==> config.mk <==
export PLATFORM = sky130hd
export DESIGN_NAME = mem_responder_flat
export DESIGN_NICKNAME = d
export VERILOG_FILES = /design/src/rtl/mem_pkg.sv /design/src/rtl/mem_responder_if.sv /design/src/rtl/mem_array.sv /design/src/rtl/mem_responder.sv /design/src/flat_wrapper.sv
export SDC_FILE = /design/constraint.sdc
export NUM_CORES = 1
export LEC_CHECK = 0
export ABC_AREA = 1
export CORE_MARGIN = 3
export CORE_UTILIZATION = 56
export DETAILED_ROUTE_END_ITERATION = 8
export GPL_TIMING_DRIVEN = 0
export PLACE_DENSITY = 0.73
export SYNTH_ARGS = -nofsm -noshare
export SYNTH_HDL_FRONTEND = slang
export SYNTH_SLANG_ARGS = --single-unit
==> constraint.sdc <==
create_clock -name clock -period 3.23 [get_ports clock]
set_input_delay 0.4845 -clock clock [delete_from_list [all_inputs] [get_ports clock]]
set_output_delay 0.4845 -clock clock [all_outputs]
set_load 0.01 [all_outputs]
==> src/rtl/mem_pkg.sv <==
// Shared constants, request-bus layout and FSM encoding for the memory responder.
package mem_pkg;

  localparam int unsigned ADDR_W   = 5;
  localparam int unsigned DATA_W   = 8;
  localparam int unsigned BUS_W    = ADDR_W + 1 + DATA_W;

  localparam int unsigned ADDR_MSB = 13;
  localparam int unsigned ADDR_LSB = 9;
  localparam int unsigned WREN_BIT = 8;
  localparam int unsigned DATA_MSB = 7;

  // Field order matches ADDR_MSB..ADDR_LSB, WREN_BIT, DATA_MSB..0.
  typedef struct packed {
    logic [ADDR_W-1:0] addr;
    logic              wren;
    logic [DATA_W-1:0] data;
  } ram_req_t;

  typedef enum logic [1:0] {
    ST_IDLE = 2'd0,
    ST_BUSY = 2'd1,
    ST_DONE = 2'd2
  } state_e;

endpackage

==> src/rtl/mem_responder_if.sv <==
// Cache-to-memory handshake: request level, request bus and response signals.
interface mem_responder_if;
  import mem_pkg::*;

  logic              req;
  logic [BUS_W-1:0]  RAM;
  logic [DATA_W-1:0] qRAM;
  logic              mem_access_done;
  logic              done_pulse;
  logic [1:0]        state;

  modport master (
    output req, RAM,
    input  qRAM, mem_access_done, done_pulse, state
  );

  modport slave (
    input  req, RAM,
    output qRAM, mem_access_done, done_pulse, state
  );

endinterface

==> src/rtl/mem_array.sv <==
// Word storage: synchronous write, combinational read, reset loads mem[i] = i.
module mem_array #(
  parameter int unsigned ADDR_W = 5,
  parameter int unsigned DATA_W = 8
) (
  input  logic              clock,
  input  logic              reset,
  input  logic              we_i,
  input  logic [ADDR_W-1:0] addr_i,
  input  logic [DATA_W-1:0] wdata_i,
  output logic [DATA_W-1:0] rdata_o
);

  localparam int unsigned DEPTH = 1 << ADDR_W;

  logic [DATA_W-1:0] mem_q [DEPTH];

  always_ff @(posedge clock or negedge reset) begin
    if (!reset) begin
      for (int i = 0; i < int'(DEPTH); i++) begin
        mem_q[i] <= DATA_W'(i);
      end
    end else if (we_i) begin
      mem_q[addr_i] <= wdata_i;
    end
  end

  assign rdata_o = mem_q[addr_i];

endmodule

==> src/rtl/mem_responder.sv <==
// Fixed-latency memory responder: captures a request, waits LATENCY cycles,
// performs the access and holds DONE until the requester drops req.
module mem_responder #(
  parameter int unsigned ADDR_W  = 5,
  parameter int unsigned DATA_W  = 8,
  parameter int unsigned LATENCY = 3
) (
  input  logic            clock,
  input  logic            reset,
  mem_responder_if.slave  bus
);

  localparam int unsigned CNT_W = 4;

  if (ADDR_W != mem_pkg::ADDR_W || DATA_W != mem_pkg::DATA_W) begin : g_bad_width
    $error("mem_responder: ADDR_W/DATA_W must match the request bus layout");
  end
  if (LATENCY < 1 || LATENCY > 15) begin : g_bad_latency
    $error("mem_responder: LATENCY must be in 1..15");
  end

  mem_pkg::state_e   state_q;
  mem_pkg::ram_req_t req_q;
  logic [CNT_W-1:0]  cnt_q;
  logic [DATA_W-1:0] qram_q;
  logic              mad_q;
  logic              dp_q;
  logic [DATA_W-1:0] rdata;
  logic              we_c;

  // Write lands on the same edge that leaves BUSY, so a reset during BUSY drops it.
  assign we_c = (state_q == mem_pkg::ST_BUSY) && (cnt_q == '0) && req_q.wren;

  mem_array #(
    .ADDR_W (ADDR_W),
    .DATA_W (DATA_W)
  ) u_mem (
    .clock   (clock),
    .reset   (reset),
    .we_i    (we_c),
    .addr_i  (req_q.addr),
    .wdata_i (req_q.data),
    .rdata_o (rdata)
  );

  always_ff @(posedge clock or negedge reset) begin
    if (!reset) begin
      state_q <= mem_pkg::ST_IDLE;
      req_q   <= '0;
      cnt_q   <= '0;
      qram_q  <= '0;
      mad_q   <= 1'b1;
      dp_q    <= 1'b0;
    end else begin
      dp_q <= 1'b0;
      case (state_q)
        mem_pkg::ST_IDLE: begin
          if (bus.req) begin
            req_q   <= mem_pkg::ram_req_t'(bus.RAM);
            cnt_q   <= CNT_W'(LATENCY - 1);
            mad_q   <= 1'b0;
            state_q <= mem_pkg::ST_BUSY;
          end
        end
        mem_pkg::ST_BUSY: begin
          if (cnt_q == '0) begin
            qram_q  <= req_q.wren ? req_q.data : rdata;
            mad_q   <= 1'b1;
            dp_q    <= 1'b1;
            state_q <= mem_pkg::ST_DONE;
          end else begin
            cnt_q <= cnt_q - CNT_W'(1);
          end
        end
        mem_pkg::ST_DONE: begin
          if (!bus.req) begin
            state_q <= mem_pkg::ST_IDLE;
          end
        end
        default: begin
          mad_q   <= 1'b1;
          state_q <= mem_pkg::ST_IDLE;
        end
      endcase
    end
  end

  assign bus.qRAM            = qram_q;
  assign bus.mem_access_done = mad_q;
  assign bus.done_pulse      = dp_q;
  assign bus.state           = 2'(state_q);

endmodule

==> src/flat_wrapper.sv <==
// flat-port wrapper written by rule: the top's interface ports become plain ports
module mem_responder_flat 
#(
  parameter int unsigned ADDR_W  = 5,
  parameter int unsigned DATA_W  = 8,
  parameter int unsigned LATENCY = 3
)
  (clock, reset, bus_req, bus_RAM, bus_qRAM, bus_mem_access_done, bus_done_pulse, bus_state);
  mem_responder_if bus_i ();
  input  logic clock;
  input  logic reset;
  input wire logic [$bits(bus_i.req)-1:0] bus_req;
  input wire logic [$bits(bus_i.RAM)-1:0] bus_RAM;
  output wire logic [$bits(bus_i.qRAM)-1:0] bus_qRAM;
  output wire logic [$bits(bus_i.mem_access_done)-1:0] bus_mem_access_done;
  output wire logic [$bits(bus_i.done_pulse)-1:0] bus_done_pulse;
  output wire logic [$bits(bus_i.state)-1:0] bus_state;
  assign bus_i.req = bus_req;
  assign bus_i.RAM = bus_RAM;
  assign bus_qRAM = bus_i.qRAM;
  assign bus_mem_access_done = bus_i.mem_access_done;
  assign bus_done_pulse = bus_i.done_pulse;
  assign bus_state = bus_i.state;
  mem_responder #(.ADDR_W(ADDR_W), .DATA_W(DATA_W), .LATENCY(LATENCY)) u_core (.clock(clock), .reset(reset), .bus(bus_i));
endmodule
==> impl_metrics.json, run 1 <==
{
  "status": "finished, final reports clean",
  "drt-wirelength-per-cell_um": 19.6,
  "drt_iter0_drc": 1410,
  "clock-sinks": 286,
  "grt_pass1_vias": 11896,
  "rsz0062_at_grt": "false",
  "num_antenna_cells": 0,
  "max_slew_margin_pct": 43.2,
  "worst_ir_drop_vdd_mv": 0.638,
  "drc": 0,
  "register_area_sq_um": 7260,
  "worstMarginPinSlew_ns": 0.852,
  "tritoncts": "yes",
  "critical_path_required_ns": 3.65,
  "reg2reg_slack_ns": 0.68,
  "synth_ff_type": "dfrtp_1",
  "num_vias": 12238,
  "hold_path.class": "reg2reg",
  "grt_max_degree": 129,
  "drive_above_1_share_pct": 13.7,
  "syn_area_sq_um": 13700,
  "setup_viol": 0,
  "grt_util_all_layers_pct": 32.6,
  "finalSetupTns_ns": 0,
  "drt-total-wl_um": 42400,
  "yosys-top-cells-count": "nand2_1 (944), dfrtp_1 (205), o21ai_0 (175)",
  "htreeDepth": 1,
  "grt_antenna_before_repair": 2,
  "syn_area_per_cell_sq_um": 7.83,
  "hp-start": "u_core.u_mem.mem_q[60]$_DFFE_PN1P_",
  "ys_warn_count": 0,
  "core.rowCount": 56,
  "startpoint_type": "flop",
  "clkTransAtPathRegs_ns": 0.06,
  "fill_cells": 2082,
  "holdPathEnd": "u_core.u_mem.mem_q[60]$_DFFE_PN1P_",
  "clock_latency_ns": 0.57,
  "pre_cts_slack_ns": 0.784,
  "numCtsBuffers": 31,
  "final_hold_viol_count": 0,
  "critPathKind": "reg2reg",
  "hold_path_depth": 2,
  "syn-num-nets": 1774,
  "synth.top_cell.area_share_pct": 37.3,
  "cts-root-buf": "clkbuf_16",
  "p_leak_nw": 7.36,
  "min_period_over_period_pct": 79.0,
  "ys_seq_elements": 286,
  "place_inst": 2104,
  "dr.pass1.iters": 7,
  "synth-edff-count": 0,
  "dieArea_sq_um": 26400,
  "synthCells": 1755,
  "area_growth_pct": 13.1,
  "fin_crit_ns": 2.55,
  "async_reset_ff_share_pct": 100,
  "reg2reg_to": "u_core.u_mem.mem_q[182]$_DFFE_PN0P_",
  "synth-seq-area-share_pct": 52.8,
  "p_total_mw": 12.5,
  "cts_buffer_depth": 3,
  "skew_ns": 0.0186,
  "multi_input_area_sq_um": 5720,
  "fmax_ghz": 0.392,
  "reg2reg_depth": 10,
  "initial_core_util_pct": 57.7,
  "hpwlAfterDp_um": 28400,
  "io_pins": 29,
  "path_max_fanout": 10,
  "yosys.cell_count.top_type": "nand2_1",
  "regToRegStartpoint": "u_core.cnt_q[0]$_DFFE_PN0P_",
  "die_h_um": 163,
  "grt_overflow": 0,
  "cp.arrival_ns": 2.97,
  "coreArea_sq_um": 23800,
  "drv_slew": 0,
  "synth_area_leaders": "dfrtp_1 (37%), nand2_1 (26%), dfstp_2 (15%), o21ai_0 (6.4%), o21ai_1 (2.6%)",
  "die_width_um": 163,
  "synth_cell_type_count": 29,
  "drv_cap": 0,
  "fin_ws_ns": 0.677,
  "drtAntennaViolNets": 0,
  "powerDensity_nw_per_um2": 806,
  "grt_pass1_wl_um": 66300,
  "io_buffer_count": 28,
  "synth_top_area_cell": "dfrtp_1",
  "viasPerCell": 5.66,
  "stdcell_count": 2163,
  "endpoint_kind": "flop",
  "gp_congestion": 1.02,
  "nNetsFinal": 1838
}
-- power breakdown --
group | switching (mW) | internal, mW | leakage [nW]
registers | 0.347 | 4.26 | 3.65
logic | 3.33 | 0.934 | 3.19
clock network | 1.49 | 2.16 | 0.511
-- timing repair --
item | in CTS | in global routing
hold endpoints to repair | 65 | 0
gates resized for setup | 0 | 0
buffers inserted | 0 | 0
hold buffers | 1 | 0
-- worst max-delay path by stage --
stage,cells past startpoint,slack (ns),startpoint,end
after detailed placement,10,0.78,u_core.cnt_q[0]$_DFFE_PN0P_,u_core.u_mem.mem_q[182]$_DFFE_PN0P_
after CTS,10,0.78,u_core.cnt_q[0]$_DFFE_PN0P_,u_core.u_mem.mem_q[182]$_DFFE_PN0P_
after floorplan,11,1.41,u_core.cnt_q[0]$_DFFE_PN0P_,u_core.u_mem.mem_q[29]$_DFFE_PN0P_
after global routing,10,0.59,u_core.cnt_q[0]$_DFFE_PN0P_,u_core.u_mem.mem_q[181]$_DFFE_PN0P_
final,10,0.68,u_core.cnt_q[0]$_DFFE_PN0P_,u_core.u_mem.mem_q[182]$_DFFE_PN0P_
after global placement,1,-10.38,reset,u_core.u_mem.mem_q[22]$_DFFE_PN0P_
-- cells by family after synthesis --
logic type / count (synthesis) / share of synthesized area [%]
AND/OR/NAND/NOR: 1030 / 30.5
buffers and inverters: 154 / 5.50
adder cells (fa/ha/maj): 2 / 0.182
AO/OA/AOI/OAI: 283 / 11.0
flip-flops: 286 / 52.8
-- state kept, by name (all words and copies together) (netlist names) --
| register | flops |
|---|---|
| u_core.bus.qRAM | 8 |
| u_core.bus.mem_access_done | 1 |
| u_core.bus.done_pulse | 1 |
| u_core.cnt_q | 4 |
| u_core.u_mem.mem_q | 256 |
| u_core.bus.state | 2 |
| u_core.req_q | 14 |
-- routing by layer --
metal	vias up	global-route usage, %	part of all wire (%)
li1	5679	-	-
met1	5834	44.0	41
met2	556	50.2	44
met3	165	7.07	8.9
met4	4	16.0	5.7
met5	-	0	0.059
-- critical path: stages, from the launching register on --
cell	delay [ns]
dfrtp_1	0.36
inv_1	0.11
ha_1	0.18
nand3_2	0.12
nor3_4	0.23
nand2_4	0.21
nor3_2	0.45
nand2_1	0.32
buf_2	0.28
nand2_1	0.08
o21ai_1	0.05
-- cells in the final DEF (no fill, tap or decap), drive strengths merged, types with 13 or more instances in the layout --
cell	count
nand2	946
nand4	13
nor2	31
nand3	28
clkdlybuf4s50	27
buf	74
o21ai	272
clkbuf	88
dfrtp	205
dfstp	81
inv	40
-- per-stage QoR --
| stage | hold WS, ns | instance area, sq um | utilization, % |
|---|---|---|---|
| final | 0.471 | 15500 | 65.2 |
| after detailed placement | 0.462 | 14500 | 60.8 |
| after floorplan | 0.189 | 13700 | - |
| after global routing | 0.480 | 15500 | 65.2 |
| after CTS | 0.469 | 15500 | 65.2 |
| after global placement | 0.458 | 14400 | 60.5 |
-- area by class of cell --
| cell class | instances | share of cell area (%) |
|---|---|---|
| Inverter | 40 | 0.999 |
| Multi-Input combinational cell | 1315 | 36.8 |
| Timing Repair Buffer | 31 | 2.25 |
| Buffer | 114 | 3.87 |
| Sequential cell | 286 | 46.7 |
| Tap cell | 319 | 2.57 |
| Clock inverter | 13 | 0.974 |
| Clock buffer | 45 | 5.78 |
No activity file was read; power rests on OpenSTA's default activity.
==> run 2, diff against run 1 <==
==> constraint.sdc (replaced) <==
create_clock -name clock -period 2.7 [get_ports clock]
set_input_delay 0.405 -clock clock [delete_from_list [all_inputs] [get_ports clock]]
set_output_delay 0.405 -clock clock [all_outputs]
set_load 0.01 [all_outputs]
==> results of run 2 <==
Same layout as run 1 (identical final DEF). Status: finished, final reports clean.
Among the figures that moved: setup slack after placement 0.784 ns -> 0.254 ns; setup slack after layout 0.677 ns -> 0.147 ns; hold slack 0.471 ns -> 0.397 ns; register-to-register setup slack 0.68 ns -> 0.15 ns; total power 12.5 mW -> 15.0 mW; worst IR drop on VDD 0.638 mV -> 0.763 mV
==> run 3, diff against run 2 <==
--- a/config.mk
+++ b/config.mk
@@ -11,6 +11,7 @@
 export DETAILED_ROUTE_END_ITERATION = 8
 export GPL_TIMING_DRIVEN = 0
 export PLACE_DENSITY = 0.73
+export RECOVER_POWER = 50
 export SYNTH_ARGS = -nofsm -noshare
 export SYNTH_HDL_FRONTEND = slang
 export SYNTH_SLANG_ARGS = --single-unit
==> impl_metrics.json, run 3 (synthesis gave the netlist of run 1 again) <==
{
  "status": "finished, final reports clean",
  "startpoint_type": "flop",
  "fill_cells": 2085,
  "postCtsResizedCells": 0,
  "io_pins": 29,
  "nNetsFinal": 1838,
  "die_h_um": 163,
  "slowest_delay_ns": 0.45,
  "skew_ns": 0.0184,
  "gp_congestion": 1.02,
  "final_hold_viol_count": 0,
  "io_buffer_count": 28,
  "reg2reg_to": "u_core.u_mem.mem_q[182]$_DFFE_PN0P_",
  "fin_ws_ns": 0.150,
  "setup_viol": 0,
  "pre_cts_slack_ns": 0.254,
  "numCtsBuffers": 31,
  "drv_cap": 0,
  "multi_input_area_sq_um": 5720,
  "hold_path.class": "in2async",
  "drv_slew": 0,
  "register_area_sq_um": 7260,
  "grt_pass1_wl_um": 66300,
  "hpwlAfterDp_um": 28400,
  "core.rowCount": 56,
  "worstMarginPinSlew_ns": 1.17,
  "critical_path_required_ns": 3.12,
  "powerDensity_nw_per_um2": 963,
  "drt-total-wl_um": 42400,
  "regToRegStartpoint": "u_core.cnt_q[0]$_DFFE_PN0P_",
  "drt_iter0_drc": 1401,
  "num_vias": 12252,
  "area_growth_pct": 13.0,
  "fmax_ghz": 0.392,
  "htreeDepth": 1,
  "drc": 0,
  "top_register": "u_core.u_mem.mem_q",
  "clkTransAtPathRegs_ns": 0.06,
  "fin_crit_ns": 2.55,
  "layout_common_cells": "nand2_1 (944), dfrtp_1 (205), o21ai_0 (175), dfstp_2 (81), o21ai_1 (72)",
  "dr.pass1.iters": 6,
  "worstPathCellList": "inv_1 > ha_1 > nand3_2 > nor3_4 > nand2_4 > nor3_2 > nand2_1 > buf_2 > nand2_1 > o21ai_1",
  "finalSetupTns_ns": 0,
  "tritoncts": "yes",
  "reg2reg_depth": 10,
  "die_width_um": 163,
  "grt_max_degree": 129,
  "coreArea_sq_um": 23800,
  "dieArea_sq_um": 26400,
  "largest_register_ffs": 256,
  "layout_commonest_cell": "nand2_1",
  "min_period_over_period_pct": 94.4,
  "path_max_fanout": 10,
  "grt_pass1_vias": 11896,
  "endpoint_kind": "flop",
  "critPathKind": "reg2reg",
  "rsz0062_at_grt": "false",
  "drive_above_1_share_pct": 13.7,
  "grt_util_all_layers_pct": 32.6,
  "cts-root-buf": "clkbuf_16",
  "clock-sinks": 286,
  "initial_core_util_pct": 57.7,
  "p_leak_nw": 7.37,
  "cts_buffer_depth": 3,
  "grt_antenna_before_repair": 2,
  "num_antenna_cells": 0,
  "worst_ir_drop_vdd_mv": 0.763,
  "cp_slowest_cell": "nor3_2",
  "cpMostUsedCell": "nand2_1",
  "reg2reg_slack_ns": 0.15,
  "viasPerCell": 5.66,
  "clock_latency_ns": 0.57,
  "drtAntennaViolNets": 0,
  "cp.arrival_ns": 2.97,
  "grt_overflow": 0,
  "max_slew_margin_pct": 22.1,
  "drt-wirelength-per-cell_um": 19.6
}
run 3: changes by cell type in the layout (fill, tap and decap cells not counted), sizes merged:
cell and change:
clkdlybuf4s50 -10, dlygate4sd3 +10
run 3: per-stage QoR:
step / instance area, sq um / cells / utilization [%] / hold slack, ns / power (mW)
3_5_place_dp: 14500 / 2104 / 60.8 / 0.419 / 10.5
5_1_grt: 15500 / 2163 / 65.1 / 0.408 / 15.6
3_3_place_gp: 14400 / 2102 / 60.5 / 0.458 / 10.4
2_1_floorplan: 13700 / 1755 / - / 0.109 / 8.33
6_report: 15500 / 2163 / 65.1 / 0.397 / 15.0
4_1_cts: 15500 / 2163 / 65.2 / 0.390 / 14.8
run 3: area by class of cell:
cell class,instances,share of cell area [%]
Sequential cell,286,46.8
Multi-Input combinational cell,1315,36.9
Clock buffer,45,5.79
Buffer,114,3.87
Tap cell,319,2.57
Timing Repair Buffer,31,2.15
Inverter,40,1.00
Clock inverter,13,0.975
run 3: repair_timing:
action | in CTS | in global routing
endpoints found under the hold margin | 65 | 0
hold buffers | 1 | 0
buffers inserted | 0 | 0
run 3: per-layer routing:
layer | part of all wire (%) | track usage, % | vias to the layer above
met4 | 5.6 | 16.0 | 4
met1 | 41 | 44.0 | 5854
met2 | 44 | 50.2 | 550
met5 | 0.059 | 0 | -
met3 | 9.0 | 7.07 | 167
li1 | - | - | 5677
run 3: how the worst max path moves through the flow:
| stage | startpoint | endpoint | slack, ns | cells after the start |
|---|---|---|---|---|
| floorplan | u_core.cnt_q[0]$_DFFE_PN0P_ | u_core.u_mem.mem_q[29]$_DFFE_PN0P_ | 0.88 | 11 |
| global placement | reset | u_core.u_mem.mem_q[22]$_DFFE_PN0P_ | -10.83 | 1 |
| detailed placement | u_core.cnt_q[0]$_DFFE_PN0P_ | u_core.u_mem.mem_q[182]$_DFFE_PN0P_ | 0.25 | 10 |
| CTS | u_core.cnt_q[0]$_DFFE_PN0P_ | u_core.u_mem.mem_q[182]$_DFFE_PN0P_ | 0.25 | 10 |
| global route | reset | u_core.u_mem.mem_q[72]$_DFFE_PN0P_ | 0.04 | 4 |
| finish | u_core.cnt_q[0]$_DFFE_PN0P_ | u_core.u_mem.mem_q[182]$_DFFE_PN0P_ | 0.15 | 10 |
run 3: critical path: cells and delay by family, from the launching register on:
kind                       cells  cell delay (ns)
DFF                            1             0.36
AOI/OAI and AO/OA              1             0.05
adders and majority gates      1             0.18
and+or+nand+nor                6             1.41
buffers and inverters          2             0.39
run 3: power by group:
group          switching, mW  leakage [nW]  internal, mW
Sequential             0.412          3.65          5.09
Clock                   1.77         0.511          2.59
Combinational           3.99          3.21          1.09
Total                   6.18          7.37          8.77
